### src/rtl/serial_tx_if.sv
// Byte handshake between an upstream producer and serial_tx.
// The producer drives valid/data; the transmitter answers with ready.
interface serial_tx_if;
    logic       valid;
    logic [7:0] data;
    logic       ready;

    modport master (output valid, output data, input ready);
    modport slave  (input valid, input data, output ready);
endinterface

### src/rtl/serial_tx.sv
// Serial frame transmitter: start bit, eight data bits LSB first, optional odd parity, stop bit.
// Accepts one byte per frame over a valid/ready handshake; back-to-back frames have no idle gap.
module serial_tx #(
    parameter int CLKS_PER_BIT = 1,
    parameter bit PARITY_EN    = 1'b1
) (
    input  logic         clk,
    input  logic         reset,
    serial_tx_if.slave   up,
    output logic         tx,
    output logic         busy,
    output logic         done
);

    typedef enum logic [2:0] {IDLE, START, DATA, PARITY, STOP} state_t;

    localparam logic [15:0] LAST = 16'(CLKS_PER_BIT - 1);

    state_t      state;
    logic [15:0] timer;
    logic [2:0]  bit_idx;
    logic [7:0]  shift;
    logic        parity;
    logic        bit_end;
    logic        accept;

    assign bit_end = (timer == LAST);

    // NOTE: ready is decoded from registered state so an accept can land in the last stop cycle;
    // it is gated by reset so nothing is taken while the block is being cleared.
    assign up.ready = !reset && ((state == IDLE) || (state == STOP && bit_end));
    assign accept   = up.valid && up.ready;

    // NOTE: all state uses non-blocking assignments so every register updates from pre-edge values.
    always_ff @(posedge clk or posedge reset) begin
        if (reset) begin
            state   <= IDLE;
            tx      <= 1'b1;
            busy    <= 1'b0;
            done    <= 1'b0;
            timer   <= '0;
            bit_idx <= '0;
            shift   <= '0;
            parity  <= 1'b0;
        end else if (accept) begin
            state   <= START;
            shift   <= up.data;
            parity  <= ~^up.data;
            tx      <= 1'b0;
            busy    <= 1'b1;
            done    <= 1'b0;
            timer   <= '0;
            bit_idx <= '0;
        end else if (state != IDLE) begin
            if (!bit_end) begin
                timer <= timer + 16'd1;
                done  <= (state == STOP) && (timer + 16'd1 == LAST);
            end else begin
                timer <= '0;
                done  <= 1'b0;
                case (state)
                    START: begin
                        state <= DATA;
                        tx    <= shift[0];
                    end
                    DATA: begin
                        shift   <= shift >> 1;
                        bit_idx <= bit_idx + 3'd1;
                        if (bit_idx == 3'd7) begin
                            if (PARITY_EN) begin
                                state <= PARITY;
                                tx    <= parity;
                            end else begin
                                state <= STOP;
                                tx    <= 1'b1;
                                done  <= (LAST == 16'd0);
                            end
                        end else begin
                            tx <= shift[1];
                        end
                    end
                    PARITY: begin
                        state <= STOP;
                        tx    <= 1'b1;
                        done  <= (LAST == 16'd0);
                    end
                    default: begin
                        // End of stop bit with no new byte offered.
                        state <= IDLE;
                        tx    <= 1'b1;
                        busy  <= 1'b0;
                    end
                endcase
            end
        end
    end

endmodule
### src/flat_wrapper.sv
// flat-port wrapper written by rule: the top's interface ports become plain ports
module serial_tx_flat 
#(
    parameter int CLKS_PER_BIT = 1,
    parameter bit PARITY_EN    = 1'b1
)
  (clk, reset, tx, busy, done, up_valid, up_data, up_ready);
  serial_tx_if up_i ();
  input  logic clk;
  input  logic reset;
  output logic tx;
  output logic busy;
  output logic done;
  input wire logic [$bits(up_i.valid)-1:0] up_valid;
  input wire logic [$bits(up_i.data)-1:0] up_data;
  output wire logic [$bits(up_i.ready)-1:0] up_ready;
  assign up_i.valid = up_valid;
  assign up_i.data = up_data;
  assign up_ready = up_i.ready;
  serial_tx #(.CLKS_PER_BIT(CLKS_PER_BIT), .PARITY_EN(PARITY_EN)) u_core (.clk(clk), .reset(reset), .up(up_i), .tx(tx), .busy(busy), .done(done));
endmodule
### config.mk
export PLATFORM = sky130hd
export DESIGN_NAME = serial_tx_flat
export DESIGN_NICKNAME = d
export VERILOG_FILES = /design/src/rtl/serial_tx_if.sv /design/src/rtl/serial_tx.sv /design/src/flat_wrapper.sv
export SDC_FILE = /design/constraint.sdc
export NUM_CORES = 1
export LEC_CHECK = 0
export ABC_AREA = 1
export CORE_MARGIN = 2
export CORE_UTILIZATION = 25
export DETAILED_ROUTE_END_ITERATION = 12
export PLACE_DENSITY = 0.44
export SETUP_SLACK_MARGIN = 0.5
export SLEW_MARGIN = 15
export SYNTH_ARGS = -nofsm -noshare
export SYNTH_HDL_FRONTEND = slang
export SYNTH_SLANG_ARGS = --single-unit
### constraint.sdc
create_clock -name clk -period 2.4 [get_ports clk]
set_input_delay 0.24 -clock clk [delete_from_list [all_inputs] [get_ports clk]]
set_output_delay 0.24 -clock clk [all_outputs]
set_load 0.01 [all_outputs]
==> results of run 1 <==
how the worst max path moves through the flow:
stage / startpoint / end / slack [ns] / cells after the start
after global routing: u_core.timer[1] / u_core.shift[6] / 0.40 / 12
after floorplan: u_core.timer[0] / u_core.bit_idx[0] / 0.55 / 12
after CTS: u_core.timer[0] / u_core.done / 0.50 / 13
final: u_core.timer[1] / up_ready / 0.53 / 7
after global placement: u_core.timer[0] / up_ready / 0.40 / 7
after detailed placement: u_core.timer[0] / u_core.bit_idx[0] / 0.37 / 12
placed cells by master, fill, tap and decap left out, drive strengths merged:
cell type,n
dfrtp,33
nand4,11
o311ai,1
o22ai,6
xnor2,6
nor3,4
xor2,5
clkinv,1
a21oi,4
o21ai,19
clkbuf,8
nor4,2
nor2,25
nand3,29
inv,30
dfstp,1
nand2,106
nand3b,1
ha,4
clkinvlp,1
clkdlybuf4s50,13
buf,23
o31ai,1
layout make-up:
| cell class | count | share of cell area (%) |
|---|---|---|
| timing repair buffer | 37 | 12.8 |
| clock buffer | 7 | 3.12 |
| multi-input combinational | 224 | 43.7 |
| inverter | 31 | 4.43 |
| tap | 108 | 4.88 |
| sequential | 34 | 30.9 |
| clock inverter | 1 | 0.181 |
through the flow:
step | hold WS, ns | utilization (%) | setup slack, ns
finish | 0.469 | 32.4 | 0.531
global route | 0.515 | 32.4 | 0.398
CTS | 0.475 | 30.2 | 0.503
detailed placement | 0.463 | 28.4 | 0.369
global placement | 0.455 | 28.4 | 0.401
floorplan | 0.185 | - | 0.545
registers in the layout, summed over array words and instances (netlist names):
signal          count
u_core.timer       16
u_core.shift        8
u_core.bit_idx      3
u_core.state        3
u_core.busy         1
u_core.done         1
u_core.parity       1
u_core.tx           1
where the power goes:
group          switching, uW  internal, uW  total (uW)
Combinational            472           348         820
Sequential              86.0           703         789
Clock                    224           232         455
cells in the mapped netlist, types with 2 or more instances:
cell | count | share of area (%)
a21oi_1 | 3 | 0.69
buf_6 | 2 | 1.0
clkbuf_8 | 2 | 1.3
dfrtp_1 | 33 | 38
ha_1 | 4 | 2.3
inv_1 | 26 | 4.5
inv_2 | 5 | 0.86
nand2_1 | 103 | 18
nand2_2 | 2 | 0.58
nand3_1 | 28 | 6.5
nand4_1 | 11 | 3.2
nor2_1 | 23 | 4.0
nor2_2 | 2 | 0.58
nor3_1 | 3 | 0.69
nor4_1 | 2 | 0.58
o21ai_0 | 16 | 3.7
o21ai_1 | 2 | 0.46
o22ai_1 | 6 | 1.7
xnor2_1 | 6 | 2.4
xor2_1 | 5 | 2.0
worst max-delay path, delay by kind of cell, from the launching register on:
family	cells	cell delay, ns
flops	1	0.41
simple gates	3	0.36
compound gates	1	0.18
buf+inv	2	0.25
fa+ha+maj	1	0.14
what timing repair did:
| item | in CTS | in global routing |
|---|---|---|
| gates cloned | 0 | 1 |
| resized for setup | 9 | 33 |
| pin swaps | 2 | 13 |
| hold endpoints to repair | 0 | 0 |
| endpoints found under the setup margin | 18 | 20 |
| buffers inserted | 7 | 6 |
kinds of logic after synthesis:
family                   after synthesis  synth area share (%)
buffers and inverters                 37                  9.33
AND/OR/NAND/NOR                      178                  35.9
AO/OA/AOI/OAI                         31                  8.81
adder cells (fa/ha/maj)                4                  2.30
XOR/XNOR                              11                  4.44
flip-flops                            34                  39.2
metal layers:
metal | global-route usage, % | up-vias
met1 | 16.0 | 922
met2 | 19.7 | 41
li1 | - | 1038
met4 | 3.63 | 0
met5 | 0 | -
met3 | 2.52 | 7
==> results_dict.tcl, run 1 <==
set metrics [dict create \
    rrSetupSlack_ns 0.53 \
    final.setup.tns_ns 0 \
    syn-cell-area_um2 2170 \
    syn2layout_area_growth_pct 27.4 \
    power_density_nw_per_um2 746 \
    dpl.hpwl_mm 4.00 \
    syn_area_per_cell_um2 7.36 \
    relSlewSlack_pct 68.9 \
    synth_top_flop_cell "dfrtp_1" \
    clock_latency_ns 0.29 \
    n_fill_cell 917 \
    multiInputGateArea_um2 1210 \
    fp.dieH_um 97.2 \
    skew_ns 0.00804 \
    leakagePower_uw 0.00129 \
    synth_edf_count 0 \
    grt_max_degree 35 \
    gp_congestion 0.844 \
    status "finished clean" \
    dp.cells 420 \
    max_cap_violations 0 \
    rsz0062_at_grt "true" \
    clock.fmax_mhz 535 \
    routed.top_layer "met4" \
    grt_pass1_vias 1997 \
    yosysWarnings 0 \
    p_total_uw 2060 \
    hold_viol 0 \
    cts_max_level 2 \
    crit_type "reg2out" \
    die_w_um 97.2 \
    die-area_um2 9450 \
    period_needed_ns 1.87 \
    drive_gt1_share_pct 20.4 \
    first_iter_violations 95 \
    netlist_instances 295 \
    wl_met3_um 218 \
    vias_per_cell 4.54 \
    std_cell_rows 34 \
    hp-class "in2async" \
    reg2reg_depth 12 \
    fin_area_um2 2770 \
    start_kind "flip-flop" \
    post-route-period-util_pct 77.9 \
    end_kind "output port" \
    diodes 0 \
    dr.pass1.iters 4 \
    r2r_start "u_core.timer[1]" \
    crit_path_top_delay_cell "dfrtp_1" \
    overflow 0 \
    async_flop_share_pct 100 \
    slowest_delay_ns 0.41 \
    nNetsFinal 348 \
    antenna_found_initial 0 \
    num_vias 2008 \
    worst_pin_slew_ns 0.466 \
    cts.path.max_buffers 2 \
    seq_area_um2 855 \
    cts-hold-fix-buffers 0 \
    finalMaxSlewViolations 0 \
    crit_path_max_fanout 3 \
    clk_pin_slew_ns 0.07 \
    cp_cell_sequence "inv_2 -> ha_4 -> nand4_1 -> nor2_1 -> nand3_2 -> a21oi_4 -> buf_2" \
    route.met2.wl_mm 2.46 \
    wl_met1_mm 2.78 \
    initial_utilization_pct 25.4 \
    finalNonFillerCells 442 \
    synth_cell_type_count 31 \
    ys_seq_elements 34 \
    wirelength_mm 5.52 \
    coreArea_um2 8550 \
    cts.sinks 34 \
    ir_worst_vdd_uv 333 \
    ys_seq_area_share_pct 39.2 \
    root_buffer "clkbuf_8" \
    port_buffers 14 \
    setup_viol 0 \
    track_usage_pct 12.0 \
    boundaryPins 15 \
    placed_area_um2 2430 \
    grt_pass1_wl_mm 9.36 \
    drc 0 \
    cts-buffers-inserted 5 \
    required_ns 2.16 \
    drtAntennaViolNets 0 \
    critical_path_arrival_ns 1.63 \
    r2r-end "u_core.shift[6]" \
    wl_per_cell_um 12.5 \
    tritoncts "built" \
    synthesis.nets 310 \
]
Power figures use the tool's default switching activity.
==> run 2: changes to the inputs <==
--- a/config.mk
+++ b/config.mk
@@ -9,7 +9,7 @@
 export CORE_MARGIN = 2
 export CORE_UTILIZATION = 25
 export DETAILED_ROUTE_END_ITERATION = 12
-export PLACE_DENSITY = 0.44
+export PLACE_DENSITY = 0.46
 export SETUP_SLACK_MARGIN = 0.5
 export SLEW_MARGIN = 15
 export SYNTH_ARGS = -nofsm -noshare
==> constraint.sdc (replaced) <==
create_clock -name clk -period 1.6 [get_ports clk]
set_input_delay 0.16 -clock clk [delete_from_list [all_inputs] [get_ports clk]]
set_output_delay 0.16 -clock clk [all_outputs]
set_load 0.01 [all_outputs]
==> run 2 against run 1 <==
Net effect: the flow now finishes with violations (setup timing); via count increased by 8.9%; cell area increased by 22%; die area unchanged; critical path depth increased by 8; sequential power increased by 48%; critical path type is now reg2reg; setup slack got worse by 0.73 ns; non-clock buffer count increased by 53.
==> results_dict.tcl, run 2 (synthesis gave the netlist of run 1 again) <==
set metrics [dict create \
    skew_ns 0.00946 \
    end_kind "flip-flop" \
    required_ns 1.83 \
    grt_pass1_vias 2175 \
    n_fill_cell 902 \
    p_int_uw 2190 \
    finalNonFillerCells 495 \
    status "finished, violations left" \
    overflow 0 \
    final_common_cell "nand2_1" \
    p_sw_uw 1260 \
    power_density_nw_per_um2 1020 \
    grt_max_degree 35 \
    multiInputGateArea_um2 1380 \
    initial_utilization_pct 25.4 \
    setup_viol 35 \
    die_w_um 97.2 \
    root_buffer "clkbuf_8" \
    finalMaxSlewViolations 0 \
    top_register "u_core.timer" \
    final_util_pct 39.4 \
    dr.pass1.iters 5 \
    seqPwrFrac_pct 34.0 \
    cts.sinks 34 \
    track_usage_pct 13.1 \
    first_iter_violations 76 \
    rsz0062_at_grt "true" \
    power_frac_comb_pct 41.5 \
    largest_reg_flops 16 \
    clk_pin_slew_ns 0.08 \
    clock.fmax_mhz 556 \
    crit_path_max_fanout 5 \
    relSlewSlack_pct 68.2 \
    tritoncts "built" \
    cts_max_level 2 \
    period_needed_ns 1.80 \
    max_cap_violations 0 \
    cts.path.max_buffers 2 \
    switching_share_pct 36.6 \
    num_vias 2187 \
    hold_viol 0 \
    clock_latency_ns 0.29 \
    fp.dieH_um 97.2 \
    vias_per_cell 4.42 \
    p_total_uw 3450 \
    reg2reg_depth 15 \
    r2r-end "u_core.done" \
    r2r_start "u_core.timer[0]" \
    worst_pin_slew_ns 0.477 \
    critical_path_arrival_ns 2.03 \
    syn2layout_area_growth_pct 55.2 \
    wirelength_mm 6.10 \
    leakagePower_uw 0.00160 \
    p_clk_share_pct 24.5 \
    violations "setup timing" \
    post-route-period-util_pct 113 \
    drive_gt1_share_pct 40.8 \
    cts-buffers-inserted 5 \
    boundaryPins 15 \
    gp_congestion 0.812 \
    final_cell_mix "nand2_1, buf_4, dfrtp_1, inv_1, nand3_1" \
    dpl.hpwl_mm 4.47 \
    drc 0 \
    rrSetupSlack_ns -0.20 \
    grt_pass1_wl_mm 10.2 \
    die-area_um2 9450 \
    hp-class "in2async" \
    top_regs "u_core.timer (16), u_core.shift (8)" \
    crit_end "u_core.done" \
    crit_type "reg2reg" \
    nNetsFinal 401 \
    finalWorstSetupSlack_ns -0.200 \
    seq_area_um2 853 \
    crit_start "u_core.timer[0]" \
    diodes 0 \
    start_kind "flip-flop" \
    drtAntennaViolNets 0 \
    ir_worst_vdd_uv 529 \
    port_buffers 14 \
    dp.cells 481 \
    std_cell_rows 34 \
    coreArea_um2 8550 \
    wl_per_cell_um 12.3 \
    antenna_found_initial 0 \
]
## run 2: changes by cell type in the layout (fill, tap and decap cells not counted), sizes merged
| cell | before | now |
|---|---|---|
| buf | 23 | 78 |
| clkdlybuf4s15 | 0 | 1 |
| clkinv | 1 | 0 |
| bufinv | 0 | 1 |
| clkdlybuf4s50 | 13 | 10 |
## run 2: routing by layer
metal  vias to the layer above  global-route usage (%)  share of wire, %
li1                       1140                       -                 -
met1                      1015                    16.5                47
met2                        30                    23.3                50
met3                         2                    2.95               2.8
met4                         0                    2.14              0.34
met5                         -                       0                 0
## run 2: power by group through the flow
stage / registers (uW) / logic [uW] / clock network (uW)
floorplan: 1170 / 810 / 0
global placement: 1180 / 1280 / 0
detailed placement: 1170 / 1280 / 0
CTS: 1170 / 1390 / 874
global route: 1200 / 1610 / 914
finish: 1170 / 1430 / 846
## run 2: worst min-delay path by stage
stage	startpoint	endpoint	slack, ns	cells after the start
after floorplan	reset	u_core.bit_idx[0]	0.11	1
after global placement	u_core.tx	u_core.tx	0.46	2
after detailed placement	u_core.tx	u_core.tx	0.46	2
after CTS	reset	u_core.state[2]	0.43	3
after global routing	reset	u_core.state[2]	0.46	3
final	reset	u_core.state[2]	0.41	3
## run 2: area by class of cell
| cell class | count | area share, % |
|---|---|---|
| clock inverters | 1 | 0.891 |
| clock buffers | 7 | 2.56 |
| multi-input cells | 224 | 40.9 |
| inverters | 31 | 3.71 |
| well taps | 108 | 4.01 |
| flip-flops and latches | 34 | 25.3 |
| repair buffers | 90 | 22.6 |
## run 2: metrics by stage
| stage | TNS [ns] | setup slack [ns] | hold slack (ns) | area, um^2 |
|---|---|---|---|---|
| 2_1_floorplan | -3.49 | -0.240 | 0.109 | 2190 |
| 3_3_place_gp | -6.66 | -0.257 | 0.456 | 2910 |
| 3_5_place_dp | -7.15 | -0.261 | 0.460 | 2910 |
| 4_1_cts | -4.53 | -0.179 | 0.427 | 3200 |
| 5_1_grt | -9.89 | -0.362 | 0.459 | 3370 |
| 6_report | -4.29 | -0.200 | 0.411 | 3370 |
## run 2: what timing repair did
action                     in CTS  in global routing
buffers inserted                0                  5
gates resized for setup        67                 40
pin swaps                       9                 15
hold buffers                    0                  0
gates cloned                    1                  0
setup endpoints to repair      38                 37
## run 2: critical path, stage by stage, from the launching register on
cell and delay [ns]:
dfrtp_1 0.41, buf_4 0.14, buf_6 0.11, ha_4 0.16, nand3_4 0.07, nor2_4 0.06
buf_4 0.13, nand3_2 0.05, nand2_2 0.07, nor2_1 0.08, nand2_1 0.07, nor2_2 0.13
nand3_1 0.09, nand2_1 0.08, nand2_1 0.05, nand2_1 0.05
==> run 3: changes to the inputs <==
--- a/config.mk
+++ b/config.mk
@@ -5,7 +5,6 @@
 export SDC_FILE = /design/constraint.sdc
 export NUM_CORES = 1
 export LEC_CHECK = 0
-export ABC_AREA = 1
 export CORE_MARGIN = 2
 export CORE_UTILIZATION = 25
 export DETAILED_ROUTE_END_ITERATION = 12
==> run 3 against run 2 <==
Net effect: the run still ends with setup timing left; core utilization increased by 3.3 points; sequential power increased by 3%; fmax decreased by 16%; die area decreased by 2.8%; cell count decreased by 14%; cell area increased by 3.6%; combinational power increased by 110%; sequential cell count unchanged; global-route usage increased by 2.6 points; count of clock-buffer cells in the layout decreased by 1; synthesized cell count decreased by 20%; via count decreased by 3.9%; critical path type unchanged.
==> results_dict.tcl, run 3 <==
set metrics [dict create \
    port_buffers 14 \
    die_w_um 95.8 \
    nNetsFinal 335 \
    grt_pass1_wl_mm 11.1 \
    grt_pass1_vias 2191 \
    crit_path_max_fanout 4 \
    relSlewSlack_pct 69.3 \
    r2r_start "u_core.timer[1]" \
    finalMaxSlewViolations 0 \
    top_regs "u_core.timer (16), u_core.shift (8)" \
    fin_area_um2 3490 \
    fp.dieH_um 95.8 \
    synthesis.nets 252 \
    first_iter_violations 122 \
    netlist_instances 237 \
    start_kind "flip-flop" \
    drtAntennaViolNets 0 \
    die-area_um2 9180 \
    final.setup.tns_ns -13.37 \
    cts.sinks 34 \
    r2r-end "u_core.done" \
    boundaryPins 15 \
    post-route-period-util_pct 135 \
    setup_viol 35 \
    crit_end "u_core.done" \
    p_sw_uw 1880 \
    largest_reg_flops 16 \
    yosysWarnings 0 \
    wirelength_mm 6.63 \
    synth_cell_type_count 49 \
    dpl.hpwl_mm 4.17 \
    synth_edf_count 0 \
    rrSetupSlack_ns -0.56 \
    cts.path.max_buffers 2 \
    drive_gt1_share_pct 47.7 \
    coreArea_um2 8180 \
    period_needed_ns 2.16 \
    syn2layout_area_growth_pct 65.7 \
    power_frac_comb_pct 60.6 \
    antenna_found_initial 0 \
    gp_congestion 0.802 \
    synth_area_leader_cell "dfrtp_1" \
    clock.fmax_mhz 464 \
    num_vias 2102 \
    clk_pin_slew_ns 0.08 \
    ys_seq_elements 34 \
    crit_type "reg2reg" \
    cts-hold-fix-buffers 0 \
    cts_max_level 2 \
    vias_per_cell 4.93 \
    switching_share_pct 38.9 \
    rsz0062_at_grt "true" \
    std_cell_rows 33 \
    synth_top_flop_cell "dfrtp_1" \
    ir_worst_vdd_uv 740 \
    worst_pin_slew_ns 0.461 \
    end_kind "flip-flop" \
    dr.pass1.iters 4 \
    synth_common_cells "dfrtp_1, o21ai_0, nand2_1, nor2_1, nand3_1" \
    diodes 0 \
    root_buffer "clkbuf_8" \
    required_ns 1.83 \
    hp-class "reg2reg" \
    crit_start "u_core.timer[1]" \
    final_cell_mix "buf_4, dfrtp_1, o21ai_1, buf_6, nand3_1" \
    leakagePower_uw 0.00153 \
    status "finished, violations left" \
    overflow 0 \
    async_flop_share_pct 100 \
    hold_viol 0 \
    violations "setup timing" \
    synth_top_area_share_pct 39.2 \
    track_usage_pct 15.7 \
    seqPwrFrac_pct 24.9 \
    synth_area_leaders "dfrtp_1, o21ai_0, xnor2_1" \
    syn_area_per_cell_um2 8.90 \
    final_common_cell "buf_4" \
    clock_latency_ns 0.29 \
    p_clk_share_pct 14.5 \
    placed_area_um2 2810 \
    power_density_nw_per_um2 1390 \
    initial_utilization_pct 25.8 \
    grt_max_degree 35 \
    top_register "u_core.timer" \
    finalWorstSetupSlack_ns -0.555 \
    reg2reg_depth 7 \
    p_int_uw 2960 \
    ys_seq_area_share_pct 40.4 \
    cts-buffers-inserted 5 \
    synth_most_common_cell "dfrtp_1" \
    skew_ns 0.00727 \
    tritoncts "built" \
    wl_per_cell_um 15.6 \
    drc 0 \
    syn-cell-area_um2 2110 \
    critical_path_arrival_ns 2.39 \
    max_cap_violations 0 \
]
==> run 3: cell types whose count changed after synthesis, sizes merged, moves of 6 or more <==
| cell | change |
|---|---|
| mux2i | +9 |
| nand2 | -87 |
| clkbuf | +10 |
| buf | +6 |
| inv | -27 |
| nor2 | -6 |
| nand3 | -15 |
| o22ai | -6 |
| o21ai | +11 |
==> run 3: logic make-up (layout without fill, tap and decap cells) <==
| kind of cell | Yosys count | after routing | synth area share (%) |
|---|---|---|---|
| flops | 34 | 34 | 40.4 |
| xor+xnor | 14 | 14 | 5.82 |
| buf+inv | 25 | 109 | 5.76 |
| fa+ha+maj | 4 | 4 | 2.37 |
| simple gates | 90 | 90 | 22.7 |
| compound gates | 59 | 59 | 17.6 |
| mux | 11 | 11 | 5.34 |
==> run 3: critical path: stages, from the launching register on <==
cell      delay, ns
dfrtp_1        0.38
buf_6          0.14
nand2_4        0.05
xnor2_2        0.12
or4_1          0.48
a2111o_1       0.38
or4b_1         0.47
nand3_1        0.08
==> run 3: stage by stage <==
step / hold slack, ns / power, uW / cells / setup WS [ns] / utilization (%)
6_report: 0.488 / 4850 / 426 / -0.555 / 42.7
5_1_grt: 0.534 / 5180 / 426 / -0.638 / 42.7
4_1_cts: 0.493 / 4590 / 422 / -0.521 / 40.7
3_3_place_gp: 0.469 / 3030 / 393 / -0.645 / 34.4
3_5_place_dp: 0.475 / 3050 / 393 / -0.599 / 34.4
2_1_floorplan: 0.120 / 2470 / 237 / -0.526 / -
==> run 3: how the worst min path moves through the flow <==
stage                     from  depth (start not counted)           endpoint
2_1_floorplan            reset                          1  u_core.bit_idx[0]
6_report       u_core.shift[0]                          2    u_core.shift[0]
3_5_place_dp   u_core.shift[0]                          2    u_core.shift[0]
5_1_grt        u_core.shift[0]                          2    u_core.shift[0]
3_3_place_gp   u_core.shift[2]                          2    u_core.shift[2]
4_1_cts        u_core.shift[6]                          2    u_core.shift[6]
==> run 3: per-layer routing <==
metal	vias to the layer above	GRT usage, %	part of all wire (%)
li1	1032	-	-
met1	1012	20.9	44
met2	50	25.9	50
met3	8	3.29	5.2
met4	0	4.05	1.4
met5	-	0	0
==> run 3: power by group through the flow <==
stage,sequential [uW],combinational (uW),clock (uW)
floorplan,1190,1270,0
global placement,1200,1830,0
detailed placement,1200,1850,0
CTS,1190,2670,731
global route,1230,3180,771
finish,1210,2940,702
==> run 3: repair_timing <==
item,4_1_cts,5_1_grt
resized for setup,66,30
gates cloned,3,1
setup buffers,18,3
pin swaps,24,14
endpoints found under the setup margin,38,37
==> run 3: area by class of cell <==
cell class / instances / area, um^2
Sequential cell: 34 / 855
Clock buffer: 6 / 82.6
Fill cell: 806 / 4680
Timing Repair Buffer: 97 / 933
Multi-Input combinational cell: 178 / 1460
Inverter: 4 / 18.8
Clock inverter: 2 / 12.5
Tap cell: 105 / 131
